<file path="src/rtl/mem_port_arbiter.sv">
// mem_port_arbiter
//   Shares one multi-cycle memory port between instruction fetch (i_*) and
//   data access (d_*). Round-robin grant on ties, IDLE -> BUSY -> RESP
//   sequencing, one-cycle ack with read data, optional ready timeout.
// Ports:
//   clk, reset_n            clock, async active-low reset
//   i_req/i_addr            fetch request (held until i_ack)
//   i_rdata/i_ack/i_err     fetch response (valid while i_ack)
//   d_req/d_we/d_addr/d_wdata  data request (held until d_ack)
//   d_rdata/d_ack/d_err     data response (valid while d_ack)
//   mem_req/mem_we/mem_addr/mem_wdata  latched memory transaction
//   mem_rdata/mem_ready     memory completion
//   stall                   any request still waiting for its ack
module mem_port_arbiter #(
  parameter int ADDR_WIDTH = 32,
  parameter int DATA_WIDTH = 32,
  parameter int TIMEOUT    = 16
) (
  input  logic                  clk,
  input  logic                  reset_n,
  input  logic                  i_req,
  input  logic [ADDR_WIDTH-1:0] i_addr,
  output logic [DATA_WIDTH-1:0] i_rdata,
  output logic                  i_ack,
  output logic                  i_err,
  input  logic                  d_req,
  input  logic                  d_we,
  input  logic [ADDR_WIDTH-1:0] d_addr,
  input  logic [DATA_WIDTH-1:0] d_wdata,
  output logic [DATA_WIDTH-1:0] d_rdata,
  output logic                  d_ack,
  output logic                  d_err,
  output logic                  mem_req,
  output logic                  mem_we,
  output logic [ADDR_WIDTH-1:0] mem_addr,
  output logic [DATA_WIDTH-1:0] mem_wdata,
  input  logic [DATA_WIDTH-1:0] mem_rdata,
  input  logic                  mem_ready,
  output logic                  stall
);

  // counter only needs to reach TIMEOUT-1
  localparam int CW = (TIMEOUT > 2) ? $clog2(TIMEOUT) : 1;
  localparam logic [CW-1:0] CNT_LAST = CW'(TIMEOUT - 1);

  typedef enum logic [1:0] {IDLE, BUSY, RESP} state_t;

  state_t        state, state_nxt;
  logic          gnt_d;    // current transfer belongs to the data port
  logic          last_d;   // last grant went to the data port
  logic          pick_d;
  logic          grant, done_ok, done_to;
  logic [CW-1:0] cnt;

  assign stall = (i_req & ~i_ack) | (d_req & ~d_ack);

  always_ff @(posedge clk or negedge reset_n) begin
    if (!reset_n) state <= IDLE;
    else          state <= state_nxt;
  end

  always_comb begin
    state_nxt = state;
    grant     = 1'b0;
    done_ok   = 1'b0;
    done_to   = 1'b0;
    // data wins only if fetch is idle or fetch had the previous grant
    pick_d    = d_req & (~i_req | ~last_d);
    case (state)
      IDLE: if (i_req | d_req) begin
        grant     = 1'b1;
        state_nxt = BUSY;
      end
      BUSY: if (mem_ready) begin
        done_ok   = 1'b1;
        state_nxt = RESP;
      end else if ((TIMEOUT != 0) && (cnt == CNT_LAST)) begin
        done_to   = 1'b1;
        state_nxt = RESP;
      end
      // requests are not sampled here, so a held req is never served twice
      RESP:    state_nxt = IDLE;
      default: state_nxt = IDLE;
    endcase
  end

  always_ff @(posedge clk or negedge reset_n) begin
    if (!reset_n) begin
      gnt_d     <= 1'b0;
      last_d    <= 1'b1;   // first tie goes to fetch
      cnt       <= '0;
      mem_req   <= 1'b0;
      mem_we    <= 1'b0;
      mem_addr  <= '0;
      mem_wdata <= '0;
      i_rdata   <= '0;
      d_rdata   <= '0;
      i_ack     <= 1'b0;
      d_ack     <= 1'b0;
      i_err     <= 1'b0;
      d_err     <= 1'b0;
    end else begin
      // acks/errs are single-cycle: set on completion, cleared otherwise
      i_ack <= 1'b0;
      d_ack <= 1'b0;
      i_err <= 1'b0;
      d_err <= 1'b0;

      if (grant) begin
        gnt_d    <= pick_d;
        last_d   <= pick_d;
        cnt      <= '0;
        mem_req  <= 1'b1;
        mem_we   <= pick_d & d_we;
        mem_addr <= pick_d ? d_addr : i_addr;
        if (pick_d) mem_wdata <= d_wdata;
      end

      if (state == BUSY) cnt <= cnt + CW'(1);
      if (state == RESP) cnt <= '0;

      if (done_ok | done_to) begin
        mem_req <= 1'b0;
        if (gnt_d) begin
          d_ack   <= 1'b1;
          d_err   <= done_to;
          d_rdata <= (done_ok & ~mem_we) ? mem_rdata : '0;
        end else begin
          i_ack   <= 1'b1;
          i_err   <= done_to;
          i_rdata <= done_ok ? mem_rdata : '0;
        end
      end
    end
  end

endmodule

</file>
<file path="config.mk">
export PLATFORM = sky130hd
export DESIGN_NAME = mem_port_arbiter
export DESIGN_NICKNAME = d
export VERILOG_FILES = /design/src/rtl/mem_port_arbiter.sv
export SDC_FILE = /design/constraint.sdc
export NUM_CORES = 1
export LEC_CHECK = 0
export CAP_MARGIN = 30
export CORE_UTILIZATION = 36
export DETAILED_ROUTE_END_ITERATION = 8
export GPL_ROUTABILITY_DRIVEN = 0
export GPL_TIMING_DRIVEN = 1
export PLACE_DENSITY = 0.72
export SETUP_SLACK_MARGIN = 0.1
export SLEW_MARGIN = 10
export SYNTH_ARGS = -nofsm -noshare
export SYNTH_HDL_FRONTEND = slang
export SYNTH_SLANG_ARGS = --single-unit
export TNS_END_PERCENT = 5
</file>
<file path="constraint.sdc">
create_clock -name clk -period 2.5 [get_ports clk]
set_clock_uncertainty 0.2 [all_clocks]
set_input_delay 0.75 -clock clk [delete_from_list [all_inputs] [get_ports clk]]
set_output_delay 0.75 -clock clk [all_outputs]
set_load 0.02 [all_outputs]
</file>
* After elaboration in Yosys (flattened, before gate mapping) *
Index checks and enable logic that the tools add are counted.

storage, ports and cells
  register bits after elaboration = 142
  bits in latches = 0
  bits of input ports = 134
  word-level logic and storage cells = 69
  memories kept = 0
  output and inout bits = 135
  bits in writable memories = 0
  ROM bits = 0

cells by class
  mux-type cells = 27
  $lt $le $gt $ge = 0
  bitwise gates (word level) = 15
  divide/modulo/power cells = 0
  add/sub/neg operators = 1
  reduce and logical (&&, ||, !) cells = 7
  shift-type cells = 0
  equality and inequality tests = 5
  multiply operators = 0

operator list
  operator                                                         number
  32-bit 2-to-1 mux                                                3
  1-bit 2-to-1 mux                                                 17
  4-bit 2-to-1 mux                                                 3
  2-bit AND reduction                                              4
  2-bit 2-to-1 mux                                                 3
  1-bit NOT                                                        6
  1-bit AND                                                        5
  4-bit by 1-bit adder with 4-bit output, second input constant    1
  4-bit == test, second input constant                             1
  1-bit OR                                                         4
  2-bit one-hot mux with 2 select lines                            1
  3-bit != test, second input constant                             1
  3-bit nonzero test                                               1
  2-bit by 1-bit == test with 1-bit output, second input constant  1
  2-bit == test, second input constant                             1
  2-bit zero test                                                  1
  2-bit != test, second input constant                             1
  2-bit nonzero test                                               1

* Logic depth before layout (Yosys ltp) *
  word-level depth = 6
  mapped depth = 6
  depth with buffers taken out = 4

* Worst setup path before layout *
OpenSTA, ideal clock, no wires.

  path type = input to register
  start = input d_req
  end = register mem_wdata[10]
  setup slack = 298 ps
  arrival = 1877 ps
  path buffers = 2
  cell stages on the path = 5
  required time = 2175 ps
  library setup time = 125 ps
  path through = a21bo_2 -> buf_6 -> nor3_4 -> buf_6 -> mux2_2

on the way
  longest elaborated chain between the ends = 4
  elaborated cells between the ends (all ways) = 5
  those cells by class = mux (2); bitwise (2); reduce/logical (1)

ends and longest elaborated chain
  element                                   RTL line  source
  start, declared                           26        input logic d_req,
  1-bit OR                                  70        IDLE: if (i_req | d_req) begin
  1-bit 2-to-1 mux                          70
  1-bit 2-to-1 mux                          69        case (state)
  2-bit AND reduction (no source line) (*)  --
  end signal, assigned                      116       if (pick_d) mem_wdata <= d_wdata;
  end, declared                             36        output logic [DATA_WIDTH-1:0] mem_wdata,

Mark *: on every way between the ends. The rest lies on a longest branch, timed or not.
A chain may end at the register's enable or synchronous reset.

* Worst setup path after layout *
  start = register i_ack
  end = output i_ack

RTL lines
  element                 RTL line  source
  start, declared         24        output logic i_ack,
  start signal, assigned  98        i_ack <= 1'b0;
  start signal, assigned  104       i_ack <= 1'b0;
  start signal, assigned  129       i_ack <= 1'b1;

No word-level cell between the ends.

==> results by group <==
Detailed routing
  • DRT Pass-1 Iters: 5
  • Initial DRC count: 236
  • Drt total wl: 15970 um
  • Vias per Instance: 5.110
  • DRC Markers: 0
  • Final ANT Viol Nets: 0
  • Avg WL per Cell: 17.21 um
  • Routed via count: 4742

Timing
  • Slew @ Worst Pin: 0.4486 ns
  • Slew headroom: 70.09%
  • Tmin final: 2.435 ns
  • Hold Slack: 0.04610 ns
  • Final setup vio count: 0
  • Final worst slack: 0.06508 ns
  • RSZ-0062 raised after global routing: true
  • Final Hold Fails: 0
  • Slew Viols, Final: 0
  • Tcrit/Tclk final: 97.40%
  • Fmax: 410.7 MHz
  • Post-Route Setup TNS: 0 ns

Global routing
  • Gr ovfl total: 0
  • Vias in the first global route: 4966
  • Initial antenna violation count: 0
  • First-pass GRT wire length: 25490 um
  • Largest net degree at the start of global routing: 59
  • Overall routing resource usage: 20.54%

Setup path
  • Worst path top cell family by delay: buffers and inverters
  • CP max stage cell: clkdlybuf4s50_1
  • Worst path buffer plus inverter count: 1
  • Critical Path RT: 1.55 ns
  • CP max stage delay: 0.68 ns
  • Crit Path Class: reg -> out
  • CP Capture Type: output pin
  • Setup crit start kind: register
  • CP Data Arrival Time: 1.48 ns
  • CP max FO: 2
  • Critical-path cell list: clkdlybuf4s50_1

Pwr
  • Max rail drop VDD: 755.5 uV
  • Leak pwr: 0.003925 uW
  • PD cells: 1375 nW/um^2

Run
  • Max-cap violations: 0

CTS
  • CTS clk-pin slew, worst paths: 0.06 ns
  • Worst-Skew Late Latency: 0.40 ns
  • Post CTS Setup Buffer Count: 0
  • Post-CTS Hold Buffers: 0
  • TritonCTS clock tree: done
  • Longest Clk Path Bufs: 2
  • CTS Sinks: 142
  • Clk root buf: clkbuf_16
  • Htree depth: 4
  • CTS buffer count: 17

Layout
  • Layout Nets: 862
  • Antenna diode count: 0
  • Share of cells above drive strength 1: 12.97%
  • Fillers: 1201
  • Final instance area: 9208 sq um
  • Synthesis-to-finish area growth: 64.78%

Logic synthesis
  • Synth cell types: 34
  • Post-synth ARST share: 100.0%
  • Top_reg_cell synth: dfrtp_1
  • Post-Synthesis Cell Area: 5588 sq um
  • Synthesized net count: 588
  • Warnings from Yosys: 0
  • Seq/Total Area, Yosys: 63.61%
  • Area share of the leading cell type in the synthesized netlist: 63.14%
  • Number of flops mapped to enable cells by yosys: 0
  • Area leader, netlist: dfrtp_1
  • Area contributors post-synth: dfrtp_1 (63%), a22o_1 (10%), mux2_2 (6.2%), nand2_1 (4.4%), a31oi_1 (3.7%)
  • Syn avg cell area: 12.34 sq um
  • Flops & latches, synth: 142
  • Post-Syn Instances: 453

Floorplanning
  • Die height: 126.6 um
  • Starting Density: 36.76%
  • DIE AREA: 16020 sq um
  • Die Wd: 126.6 um
  • Site row count: 45
  • I/O pin cnt: 269
  • Core area: 15200 sq um

Min path
  • Min-Delay Path Class: in -> async

Placed design
  • Port buffer count: 268
  • HPWL after detailed placement: 11720 um
  • DP Worst Slack: -0.4900 ns
  • Dpl cell area: 8588 sq um

Status
  • Run status: finished, final reports clean
==> path summary, 6_finish.rpt <==
check | startpoint | end | slack [ns] | cells after the start
worst max register to register | cnt[0] | i_rdata[7] | 0.57 | 5
min in group clk | mem_wdata[28] | mem_wdata[28] | 0.29 | 1
worst max-delay path | i_ack | i_ack | 0.07 | 1
worst min-delay path | reset_n | d_rdata[4] | 0.05 | 1
worst min register to register | mem_wdata[28] | mem_wdata[28] | 0.29 | 1
max in group asynchronous | reset_n | mem_wdata[18] | 1.39 | 2
==> cell usage after synthesis (all sizes together) (2+ instances only) <==
cell type,n
a31oi,33
nand3b,2
buf,19
nor2,3
and2,2
nand2,66
nand3,5
nor4,3
nand2b,2
nor3b,2
inv,6
clkbuf,18
mux2,32
or3,2
o21ai,6
nor3,2
a21oi,34
dfrtp,141
a22o,65
or2,2
a21o,2
==> metal layers <==
layer / routed length [um] / global-route usage (%) / vias to the layer above
li1: - / - / 2193
met1: 6611 / 23.96 / 2336
met2: 8058 / 35.65 / 191
met3: 949 / 5.019 / 22
met4: 354 / 9.639 / 0
met5: 0 / 0 / -
==> state kept, by name (all words and copies together), names as in the netlist <==
| register | flops |
|---|---|
| d_rdata | 32 |
| i_ack | 1 |
| i_err | 1 |
| state | 2 |
| mem_wdata | 32 |
| gnt_d | 1 |
| d_err | 1 |
| i_rdata | 32 |
| mem_req | 1 |
| d_ack | 1 |
| cnt | 4 |
| last_d | 1 |
| mem_addr | 32 |
| mem_we | 1 |
==> logic make-up (layout without fill, tap and decap cells) <==
family	count (synthesis)	in the layout	share of synthesized area, %
AO/OA/AOI/OAI	143	143	18.16
flip-flops	142	142	63.61
AND/OR/NAND/NOR	92	92	7.748
buffers and inverters	43	330	3.806
multiplexers	32	32	6.449
adder cells (fa/ha/maj)	1	1	0.2239
==> cells in the final DEF, fill, tap and decap left out, types with 5 or more instances in the layout <==
| cell | Yosys | final |
|---|---|---|
| a21oi_1 | 34 | 34 |
| buf_4 | 1 | 19 |
| a31oi_1 | 33 | 33 |
| nand3_1 | 5 | 5 |
| o21ai_0 | 6 | 6 |
| clkinvlp_4 | 0 | 5 |
| mux2_2 | 31 | 31 |
| dfrtp_1 | 141 | 141 |
| inv_1 | 6 | 6 |
| a22o_1 | 65 | 65 |
| nand2_1 | 66 | 66 |
| clkbuf_16 | 0 | 17 |
| buf_12 | 0 | 6 |
| clkdlybuf4s50_1 | 0 | 263 |
==> repair_timing <==
| item | CTS | global route |
|---|---|---|
| pin swaps | 1 | 0 |
| gates resized for setup | 7 | 1 |
| setup endpoints to repair | 3 | 4 |
==> power breakdown <==
group / total (uW) / internal [uW] / switching (uW)
clock network: 2620 / 1680 / 948
logic: 5910 / 3040 / 2860
registers: 4120 / 3420 / 706
==> metrics by stage <==
step	instances	total power, uW	util, %
after floorplan	453	7070	-
after global placement	896	9956	56.49
after detailed placement	896	10090	56.49
after CTS	928	12780	60.55
after global routing	928	13310	60.57
final	928	12660	60.57
==> final cells by class <==
| cell class | instances | area, sq um | area share (%) |
|---|---|---|---|
| Timing Repair Buffer | 292 | 2937 | 31.89 |
| Clock buffer | 19 | 432.9 | 4.702 |
| Sequential cell | 142 | 3555 | 38.61 |
| Tap cell | 188 | 235.2 | 2.555 |
| Inverter | 6 | 22.52 | 0.2446 |
| Clock inverter | 13 | 188.9 | 2.052 |
| Multi-Input combinational cell | 268 | 1837 | 19.95 |
(Power assumes the default switching activity.)
